[config.mk]
export PLATFORM = sky130hd
export DESIGN_NAME = dac_tx
export DESIGN_NICKNAME = d
export VERILOG_FILES = /design/src/rtl/dac_pkg.sv /design/src/rtl/sync_fifo.sv /design/src/rtl/dac_tx.sv
export SDC_FILE = /design/constraint.sdc
export NUM_CORES = 1
export LEC_CHECK = 0
export BUFFER_PORTS_ARGS = -buffer_cell sky130_fd_sc_hd__buf_2
export CAP_MARGIN = 0
export CORE_MARGIN = 2
export CORE_UTILIZATION = 59
export DETAILED_ROUTE_END_ITERATION = 10
export PLACE_DENSITY = 0.78
export SETUP_SLACK_MARGIN = 0.05
export SKIP_CTS_REPAIR_TIMING = 1
export SYNTH_ARGS = -nofsm -noshare
export SYNTH_HDL_FRONTEND = slang
export SYNTH_SLANG_ARGS = --single-unit
export TNS_END_PERCENT = 30
[constraint.sdc]
create_clock -name clk -period 6.9 [get_ports clk]
set_input_delay 1.035 -clock clk [delete_from_list [all_inputs] [get_ports clk]]
set_output_delay 1.035 -clock clk [all_outputs]
set_load 0.02 [all_outputs]
[src/rtl/dac_pkg.sv]
// Shared types and conversion helpers for the DAC transmit path.
// Holds the state encoding, midscale and offset-binary conversion.
package dac_pkg;

  typedef enum logic [1:0] {
    ST_IDLE  = 2'd0,
    ST_PRIME = 2'd1,
    ST_RUN   = 2'd2,
    ST_UFLOW = 2'd3
  } dac_state_e;

  localparam int UF_CNT_W = 16;

  function automatic logic [31:0] dac_mid(input int out_w);
    return 32'd1 << (out_w - 1);
  endfunction

  // Round half up, shift, saturate, then flip MSB to offset binary.
  function automatic logic [31:0] to_dac(
    input logic signed [63:0] x,
    input int                 in_w,
    input int                 out_w
  );
    logic signed [63:0] r;
    logic signed [63:0] hi;
    logic signed [63:0] lo;
    int                 sh;
    sh = in_w - out_w;
    r  = x;
    if (sh > 0) r = (x + (64'sd1 <<< (sh - 1))) >>> sh;
    hi = (64'sd1 <<< (out_w - 1)) - 64'sd1;
    lo = -(64'sd1 <<< (out_w - 1));
    if (r > hi) r = hi;
    else if (r < lo) r = lo;
    return (32'(r) ^ dac_mid(out_w)) & ((32'd1 << out_w) - 32'd1);
  endfunction

endpackage

[src/rtl/sync_fifo.sv]
// Single-clock sample FIFO with occupancy count and sync flush.
// Combinational read of the head entry.
module sync_fifo #(
  parameter int WIDTH = 32,
  parameter int DEPTH = 8
) (
  input  logic                     clk,
  input  logic                     rst,
  input  logic                     flush,
  input  logic                     push,
  input  logic                     pop,
  input  logic [WIDTH-1:0]         din,
  output logic [WIDTH-1:0]         dout,
  output logic                     full,
  output logic                     empty,
  output logic [$clog2(DEPTH):0]   level
);

  localparam int AW = $clog2(DEPTH);
  localparam int LW = AW + 1;

  logic [WIDTH-1:0] mem [DEPTH];
  logic [AW-1:0]    wr_ptr;
  logic [AW-1:0]    rd_ptr;
  logic             wr_en;
  logic             rd_en;

  assign full  = (level == LW'(DEPTH));
  assign empty = (level == '0);
  assign wr_en = push && !full && !flush;
  assign rd_en = pop && !empty && !flush;
  assign dout  = mem[rd_ptr];

  always_ff @(posedge clk) begin
    if (wr_en) mem[wr_ptr] <= din;
  end

  always_ff @(posedge clk) begin
    if (rst || flush) begin
      wr_ptr <= '0;
      rd_ptr <= '0;
      level  <= '0;
    end else begin
      if (wr_en) wr_ptr <= wr_ptr + AW'(1);
      if (rd_en) rd_ptr <= rd_ptr + AW'(1);
      unique case ({wr_en, rd_en})
        2'b10:   level <= level + LW'(1);
        2'b01:   level <= level - LW'(1);
        default: ;
      endcase
    end
  end

endmodule

[src/rtl/dac_tx.sv]
// DAC transmit path: sample FIFO, prime/run/underflow sequencing.
// Optional underflow_cnt output when DAC_UNDERFLOW_CNT_EN is defined.
module dac_tx
  import dac_pkg::*;
#(
  parameter int INPUT_WIDTH  = 16,
  parameter int OUTPUT_WIDTH = 12,
  parameter int FIFO_DEPTH   = 8,
  parameter int RATE_DIV     = 4
) (
  input  logic                          clk,
  input  logic                          rst,
  input  logic                          enable,
  input  logic                          valid_in,
  input  logic [INPUT_WIDTH-1:0]        tx_i,
  input  logic [INPUT_WIDTH-1:0]        tx_q,
  output logic                          ready_out,
  output logic [OUTPUT_WIDTH-1:0]       dac_i,
  output logic [OUTPUT_WIDTH-1:0]       dac_q,
  output logic                          dac_valid,
  output logic                          underflow,
  input  logic                          clear_status,
  output logic [$clog2(FIFO_DEPTH):0]   fifo_level
`ifdef DAC_UNDERFLOW_CNT_EN
  ,
  output logic [UF_CNT_W-1:0]           underflow_cnt
`endif
);

  localparam int LW = $clog2(FIFO_DEPTH) + 1;
  localparam int CW = (RATE_DIV > 1) ? $clog2(RATE_DIV) : 1;
  localparam int SW = 2 * INPUT_WIDTH;
  localparam logic [OUTPUT_WIDTH-1:0] MID =
    OUTPUT_WIDTH'(dac_mid(OUTPUT_WIDTH));

  dac_state_e               state_q;
  dac_state_e               state_d;
  logic [CW-1:0]            cnt_q;
  logic                     strobe;
  logic                     pop;
  logic                     flush;
  logic                     cnt_clr;
  logic                     uf_entry;
  logic                     full;
  logic                     empty;
  logic [SW-1:0]            head;
  logic [OUTPUT_WIDTH-1:0]  conv_i;
  logic [OUTPUT_WIDTH-1:0]  conv_q;

  sync_fifo #(
    .WIDTH (SW),
    .DEPTH (FIFO_DEPTH)
  ) u_fifo (
    .clk   (clk),
    .rst   (rst),
    .flush (flush),
    .push  (valid_in),
    .pop   (pop),
    .din   ({tx_i, tx_q}),
    .dout  (head),
    .full  (full),
    .empty (empty),
    .level (fifo_level)
  );

  assign ready_out = !full;
  assign strobe    = (state_q != ST_IDLE) && (cnt_q == '0);

  assign conv_i = OUTPUT_WIDTH'(to_dac(
    64'(signed'(head[SW-1:INPUT_WIDTH])),
    INPUT_WIDTH, OUTPUT_WIDTH));
  assign conv_q = OUTPUT_WIDTH'(to_dac(
    64'(signed'(head[INPUT_WIDTH-1:0])),
    INPUT_WIDTH, OUTPUT_WIDTH));

  always_ff @(posedge clk) begin
    if (rst) state_q <= ST_IDLE;
    else     state_q <= state_d;
  end

  always_comb begin
    state_d  = state_q;
    pop      = 1'b0;
    flush    = 1'b0;
    cnt_clr  = 1'b0;
    uf_entry = 1'b0;
    if (!enable) begin
      state_d = ST_IDLE;
      flush   = (state_q != ST_IDLE);
      cnt_clr = 1'b1;
    end else begin
      unique case (state_q)
        ST_IDLE: state_d = ST_PRIME;
        ST_PRIME: begin
          if (fifo_level >= LW'(FIFO_DEPTH / 2)) begin
            state_d = ST_RUN;
            cnt_clr = 1'b1;
          end
        end
        ST_RUN: begin
          if (strobe) begin
            if (empty) begin
              state_d  = ST_UFLOW;
              uf_entry = 1'b1;
            end else begin
              pop = 1'b1;
            end
          end
        end
        ST_UFLOW: state_d = ST_PRIME;
        default:  state_d = ST_IDLE;
      endcase
    end
  end

  // Rate divider free-runs outside IDLE; restarted on RUN entry.
  always_ff @(posedge clk) begin
    if (rst || cnt_clr || state_q == ST_IDLE) cnt_q <= '0;
    else if (cnt_q == CW'(RATE_DIV - 1))      cnt_q <= '0;
    else                                      cnt_q <= cnt_q + CW'(1);
  end

  always_ff @(posedge clk) begin
    if (rst) begin
      dac_i     <= MID;
      dac_q     <= MID;
      dac_valid <= 1'b0;
    end else begin
      unique case (1'b1)
        pop: begin
          dac_i     <= conv_i;
          dac_q     <= conv_q;
          dac_valid <= 1'b1;
        end
        (state_d != ST_RUN): begin
          dac_i     <= MID;
          dac_q     <= MID;
          dac_valid <= 1'b0;
        end
        default: ;
      endcase
    end
  end

  always_ff @(posedge clk) begin
    if (rst)               underflow <= 1'b0;
    else if (uf_entry)     underflow <= 1'b1;
    else if (clear_status) underflow <= 1'b0;
  end

`ifdef DAC_UNDERFLOW_CNT_EN
  always_ff @(posedge clk) begin
    if (rst) begin
      underflow_cnt <= '0;
    end else if (uf_entry) begin
      if (underflow_cnt != '1)
        underflow_cnt <= underflow_cnt + UF_CNT_W'(1);
    end else if (clear_status) begin
      underflow_cnt <= '0;
    end
  end
`else
  // Underflow events are reported only through the sticky flag.
`endif

endmodule

==> results of run 1 <==
[stage by stage]
stage | hold slack (ps) | total power (W) | utilization, % | instances | area (um^2)
2_1_floorplan | 454 | 0.00182 | - | 603 | 10400
3_3_place_gp | 451 | 0.00187 | 63.1 | 877 | 10900
3_5_place_dp | 484 | 0.00189 | 63.1 | 877 | 10900
4_1_cts | 494 | 0.00322 | 67.9 | 925 | 11700
5_1_grt | 512 | 0.00329 | 67.9 | 926 | 11800
6_report | 490 | 0.00321 | 67.9 | 927 | 11800
[routing by layer]
metal	share of wire (%)	vias up	GRT usage, %	wire, um
li1	-	2582	-	-
met1	41	3040	32.3	8860
met2	50	247	39.4	10800
met3	6.0	54	3.89	1300
met4	3.3	0	8.65	722
met5	0	-	0	0
[report_power, final]
part | switching (W) | internal (W) | total [W]
Combinational | 0.000108 | 0.0000579 | 0.000166
Sequential | 0.0000134 | 0.00168 | 0.00169
Clock | 0.000576 | 0.000773 | 0.00135
Total | 0.000697 | 0.00251 | 0.00321
[cell usage in the layout, fill, tap and decap left out, types with 15 or more instances in the layout]
master,instances
o21ai_0,23
clkbuf_16,26
dfxtp_1,40
edfxtp_1,208
nand2_1,27
mux4_2,32
inv_1,15
a21oi_1,26
mux2i_1,20
buf_2,61
nor2_1,24
nand3_1,15
mux4_1,20
xnor2_1,15
[tightest hold or removal path: cells and delay by family, from the launching register on]
family	cells	cell delay (ps)
flops	1	310
simple gates	2	130
[final cells by class]
cell class | instances | area, um^2 | share of cell area, %
Timing Repair Buffer | 72 | 388 | 3.30
Multi-Input combinational cell | 312 | 3070 | 26.1
Sequential cell | 251 | 7110 | 60.5
Clock inverter | 18 | 169 | 1.44
Inverter | 17 | 63.8 | 0.543
Antenna cell | 2 | 5.00 | 0.0426
Tap cell | 225 | 282 | 2.40
Clock buffer | 30 | 666 | 5.66
[sequential cells by signal, summed over array words and instances, names as in the netlist, named ones only]
signal / cells
u_fifo.level: 4
dac_i: 12
u_fifo.rd_ptr: 3
dac_valid: 1
state_q: 2
underflow: 1
u_fifo.wr_ptr: 3
dac_q: 12
cnt_q: 2
u_fifo.mem: 208
[logic make-up after synthesis]
group                      Yosys count
AOI/OAI and AO/OA                   90
xor gates and xnor gates            21
adders and majority gates           15
buffers and inverters               40
DFF                                251
muxes                               77
and+or+nand+nor                    109
[worst max path at each step]
stage | depth (start not counted) | slack [ps] | endpoint
global route | 10 | 2550 | u_fifo.level[3]
floorplan | 4 | 2470 | u_fifo.mem[0][10]
finish | 10 | 2860 | u_fifo.level[3]
detailed placement | 11 | 2620 | u_fifo.level[3]
CTS | 10 | 2910 | u_fifo.level[3]
global placement | 11 | 2770 | u_fifo.level[3]
==> metrics.csv, run 1 <==
stage,metric,value,unit
run_status,status,finished clean,
synth,"Top FF cell, synth",edfxtp_1,
critical_path,"Slowest-stage cell, CP",clkinv_1,
sta,Rel. slew slack,12.2,%
synth,"Distinct cells, synth",60,
synth,"Async S/R FF share, synth",0,%
die,I/O pin cnt,68,
synth,synthesized cell area,10400,um^2
synth,Syn Area/Cell,17.3,um^2
critical_path,worst path cell trace,"nor4_1, nand2b_1, clkinv_1, ha_1, ha_1, a21o_1, a21oi_1, xnor2_1, or3_1, a21oi_1",
synth,post-synthesis adder-cell area fraction,1.87,%
critical_path,Crit. End Element,register,
min_path,hold endpoint,dac_valid,
critical_path,Crit Path Max Fanout,35,
drt,router iterations before antenna repair,5,
synth,largest family of logic cells by synthesized area,multiplexers,
drt,WL final,21.6,mm
clocking,CTS root buf,clkbuf_16,
synth,"EDFF count, synth",208,
clocking,CTS tree,yes,
synth,"Warnings, synthesis",0,
sta,setup tns final,0,ps
synth,most frequent cell after synthesis,edfxtp_1,
synth,Mapped Cells,603,
critical_path,WP data arrival,4500,ps
clocking,CTS sink count,251,
final_layout,nets,732,
place,RD Place Congestion,0.852,
critical_path,Worst Setup Start Kind,register,
min_path,worst min path class,reg2reg,
synth,Seq cells post-synth,251,
synth,Synth Area in XOR/XNOR,1.77,%
final_layout,layout cells sized above 1,24.4,%
min_path,min-delay src,dac_valid,
critical_path,Register-to-Register Path Depth,10,
place,IO buf count,61,
flow_run,Max-cap violations,0,
final_layout,Filler Cells Inserted,1110,
critical_path,worst reg2reg path startpoint,u_fifo.level[3],
sta,Setup-failing EPs final,0,
die,Site Rows,48,
power,leakage power,4.01,nW
global_routing,vias in the first global route,5885,
critical_path,Critical Path Start,u_fifo.level[3],
global_routing,total gr overflow,0,
drt,Initial DRC Count,572,
drt,Via density,6.39,
sta,Tcrit/Tclk final,58.6,%
clocking,cts bufs inserted,26,
synth,Post-Synthesis Net Count,655,
die,die area,18700,um^2
die,Die H,137,um
synth,largest cells by area after synthesis,"edfxtp_1, dfxtp_1, mux4_2",
place,Setup Slack @ Placement,2620,ps
sta,unrepaired setup endpoints after global routing,false,
synth,Yosys top cell by area,edfxtp_1,
synth,register area share after synthesis,68.3,%
drt,DRC,0,
global_routing,pin count of the biggest net entering global routing,36,
sta,Tightest Pin Transition,1320,ps
drt,routed len/inst,23.3,um
die,Initial Util,60.2,%
critical_path,Worst Path Required,7360,ps
min_path,Hold Path Cell Cnt,2,
critical_path,Reg2Reg Setup Slack,2860,ps
critical_path,Top Family by Delay on Critical Path,simple AND/OR/NAND/NOR gates,
clocking,"Clk pin slew, worst setup/hold paths",60,ps
sta,Period minus WS final,4040,ps
sta,clk_skew,12.3,ps
synth,mux share of post-synthesis cell area,14.5,%
global_routing,initial antenna violation count,2,
die,core area,17300,um^2
synth,post-synthesis compound-gate area fraction,5.79,%
place,post-DP HPWL,13.2,mm
die,Die W,137,um
critical_path,worst setup path class,reg2reg,
synth,Simple-Gate Fraction of Synth Area,5.23,%
synth,synth cell count leaders,"edfxtp_1, dfxtp_1, mux4_2",
clocking,CTS H-Tree Depth,1,
critical_path,R2R Path End,u_fifo.level[3],
synth,Yosys top cell area share,60.0,%
global_routing,total track usage,23.8,%
critical_path,WP buf/inv,1,
drt,Via Count,5923,
power,pwr dens,273,nW/um^2
global_routing,first-pass GRT wire length,33.1,mm
sta,"Worst Setup Slack, final",2860,ps
sta,max-slew violations,0,
clocking,CTS Buffer Depth,3,
clocking,clock latency on the worst-skew pair,530,ps
power,peak supply drop,0.000227,V
sta,Final Hold Vio Count,0,
critical_path,Crit path largest cell delay,860,ps
sta,Max Clk Rate,247,MHz
final_layout,Layout area overhead,12.9,%
drt,post-route ant nets,0,
(Power assumes the default switching activity.)
==> run 2: changes to the inputs <==
--- a/config.mk
+++ b/config.mk
@@ -5,6 +5,7 @@
 export SDC_FILE = /design/constraint.sdc
 export NUM_CORES = 1
 export LEC_CHECK = 0
+export ABC_AREA = 1
 export BUFFER_PORTS_ARGS = -buffer_cell sky130_fd_sc_hd__buf_2
 export CAP_MARGIN = 0
 export CORE_MARGIN = 2
==> constraint.sdc (replaced) <==
create_clock -name clk -period 3.9 [get_ports clk]
set_input_delay 0.585 -clock clk [delete_from_list [all_inputs] [get_ports clk]]
set_output_delay 0.585 -clock clk [all_outputs]
set_load 0.02 [all_outputs]
==> run 2 against run 1 <==
  * Non-clock buffer count increased by 11
  * Area after synthesis increased by 12%
  * Cell area increased by 10%
  * Total power increased by 71%
  * Critical endpoint is now dac_q[6]
==> metrics.csv, run 2 <==
stage,metric,value,unit
synth,"Async S/R FF share, synth",0,%
drt,post-route ant nets,0,
place,post-DP HPWL,15.1,mm
critical_path,CP dominant cell by count,nand2_1,
sta,Tightest Pin Transition,917,ps
sta,unrepaired setup endpoints after global routing,false,
sta,Max Clk Rate,319,MHz
synth,register area share after synthesis,60.8,%
synth,"Top FF cell, synth",edfxtp_1,
sta,Period minus WS final,3140,ps
global_routing,total gr overflow,0,
die,die area,21000,um^2
final_layout,max reg flops,208,
min_path,worst min path class,in2reg,
die,core area,19500,um^2
clocking,clock latency on the worst-skew pair,520,ps
clocking,CTS root buf,clkbuf_16,
synth,"EDFF count, synth",208,
final_layout,layout cells sized above 1,11.4,%
critical_path,"Slowest-stage cell, CP",inv_4,
min_path,Hold Path Cell Cnt,1,
sta,Final Hold Vio Count,0,
die,I/O pin cnt,68,
synth,Post-Synthesis Net Count,1332,
critical_path,Register-to-Register Path Depth,17,
sta,max-slew violations,0,
sta,Tcrit/Tclk final,80.5,%
sta,hold_ws,323,ps
place,RD Place Congestion,0.862,
drt,routed len/inst,15.3,um
final_layout,Non-Filler Instances,1625,
critical_path,WP data arrival,3530,ps
final_layout,Layout area overhead,10.9,%
synth,synth cell count leaders,"nand2_1, edfxtp_1, inv_1",
synth,Syn Area/Cell,9.14,um^2
drt,WL final,24.9,mm
critical_path,Crit path largest cell delay,570,ps
drt,Initial DRC Count,729,
place,Setup Slack @ Placement,829,ps
global_routing,initial antenna violation count,2,
synth,Mapped Cells,1280,
critical_path,Worst Path Required,4290,ps
clocking,cts bufs inserted,25,
final_layout,Filler Cells Inserted,1474,
die,Die W,145,um
clocking,"Clk pin slew, worst setup/hold paths",60,ps
drt,Via Count,8507,
clocking,CTS tree,yes,
final_layout,most frequent cells in the layout,"nand2_1, edfxtp_1, inv_1, nand3_1, nor2_1",
critical_path,worst path cell trace,"inv_4, nand2_1, nand2_1, nand2_1, nand3_1, o21ai_1, inv_1, ha_1, nand3_1, nor2_2, nand3_1, nor2_1, nand3_1, nand2_1, nand2_1, nand2_1, a21oi_2",
place,Inst Count DP,1579,
sta,Setup-failing EPs final,0,
synth,Yosys top cell area share,53.4,%
sta,clk_skew,8.04,ps
global_routing,first-pass GRT wire length,39.4,mm
die,Site Rows,51,
final_layout,Biggest register,u_fifo.mem,
final_layout,nets,1393,
place,dpl cell area,12200,um^2
die,Initial Util,60.1,%
synth,most frequent cell after synthesis,nand2_1,
critical_path,Worst Setup Start Kind,register,
global_routing,total track usage,24.3,%
drt,DRC,0,
final_layout,"most common cell after layout, fill and taps aside",nand2_1,
power,pwr dens,423,nW/um^2
clocking,CTS Buffer Depth,3,
synth,"Warnings, synthesis",0,
sta,Rel. slew slack,38.8,%
drt,Via density,5.24,
power,peak supply drop,0.000346,V
critical_path,worst setup path class,reg2reg,
critical_path,Crit. End Element,register,
synth,"Distinct cells, synth",38,
drt,router iterations before antenna repair,5,
flow_run,Max-cap violations,0,
sta,"Worst Setup Slack, final",761,ps
die,Die H,145,um
synth,Yosys top cell by area,edfxtp_1,
global_routing,vias in the first global route,7972,
sta,setup tns final,0,ps
clocking,CTS sink count,251,
global_routing,pin count of the biggest net entering global routing,65,
place,IO buf count,61,
run_status,status,finished clean,
clocking,CTS H-Tree Depth,1,
synth,synthesized cell area,11700,um^2
power,leakage power,5.71,nW
synth,largest cells by area after synthesis,"edfxtp_1, nand2_1, dfxtp_1",
critical_path,Crit Path Max Fanout,64,
synth,Seq cells post-synth,251,
final_layout,cell area after layout,13000,um^2
final_layout,Regs by FF count,"u_fifo.mem: 208 flops, dac_i: 12 flops, dac_q: 12 flops",
==> run 2: per-layer routing <==
layer  GRT usage, %  vias up  part of all wire [%]
met4           9.45        0                   2.7
met2           40.9      307                    47
met1           31.6     3918                    42
li1               -     4220                     -
met5              0        -                     0
met3           4.15       62                   8.2
==> run 2: final timing paths <==
path | from | end | slack [ps]
max reg2reg | register | dac_q[6] | 760
min reg2reg | cnt_q[0] | cnt_q[0] | 450
max | register | dac_q[6] | 760
min | tx_i[11] | u_fifo.mem[4][27] | 320
==> run 2: cell type report <==
cell class	count	area (um^2)	share of cell area, %
Sequential cell	251	7110	54.8
Antenna cell	2	5.00	0.0386
Timing Repair Buffer	83	483	3.72
Tap cell	265	332	2.56
Clock inverter	15	95.1	0.733
Clock buffer	29	641	4.94
Multi-Input combinational cell	800	3620	27.9
Inverter	180	678	5.23
==> run 2: through the flow <==
step	util [%]	total power, W
2_1_floorplan	-	0.00325
3_3_place_gp	62.8	0.00336
3_5_place_dp	62.8	0.00337
4_1_cts	66.6	0.00553
5_1_grt	66.6	0.00569
6_report	66.6	0.00549
==> run 2: power breakdown <==
part | leakage (nW) | switching [W] | internal, W | total (W)
sequential | 2.24 | 0.0000180 | 0.00296 | 0.00298
combinational | 3.11 | 0.000242 | 0.0000968 | 0.000339
clock | 0.360 | 0.000934 | 0.00123 | 0.00217
==> run 2: critical path, delay by kind of cell (launching register included) <==
family	cells	cell delay, ps
AND/OR/NAND/NOR	12	1300
flip-flops	1	500
AO/OA/AOI/OAI	2	240
adder cells (fa/ha/maj)	1	220
buffers and inverters	2	690
==> run 2: cell families after synthesis <==
logic type                 after synthesis  share of synthesized area (%)
buffers and inverters                  229                           8.44
adders and majority gates               15                           1.67
DFF                                    251                           60.8
and+or+nand+nor                        705                           25.1
xor gates and xnor gates                13                          0.973
AOI/OAI and AO/OA                       67                           3.08
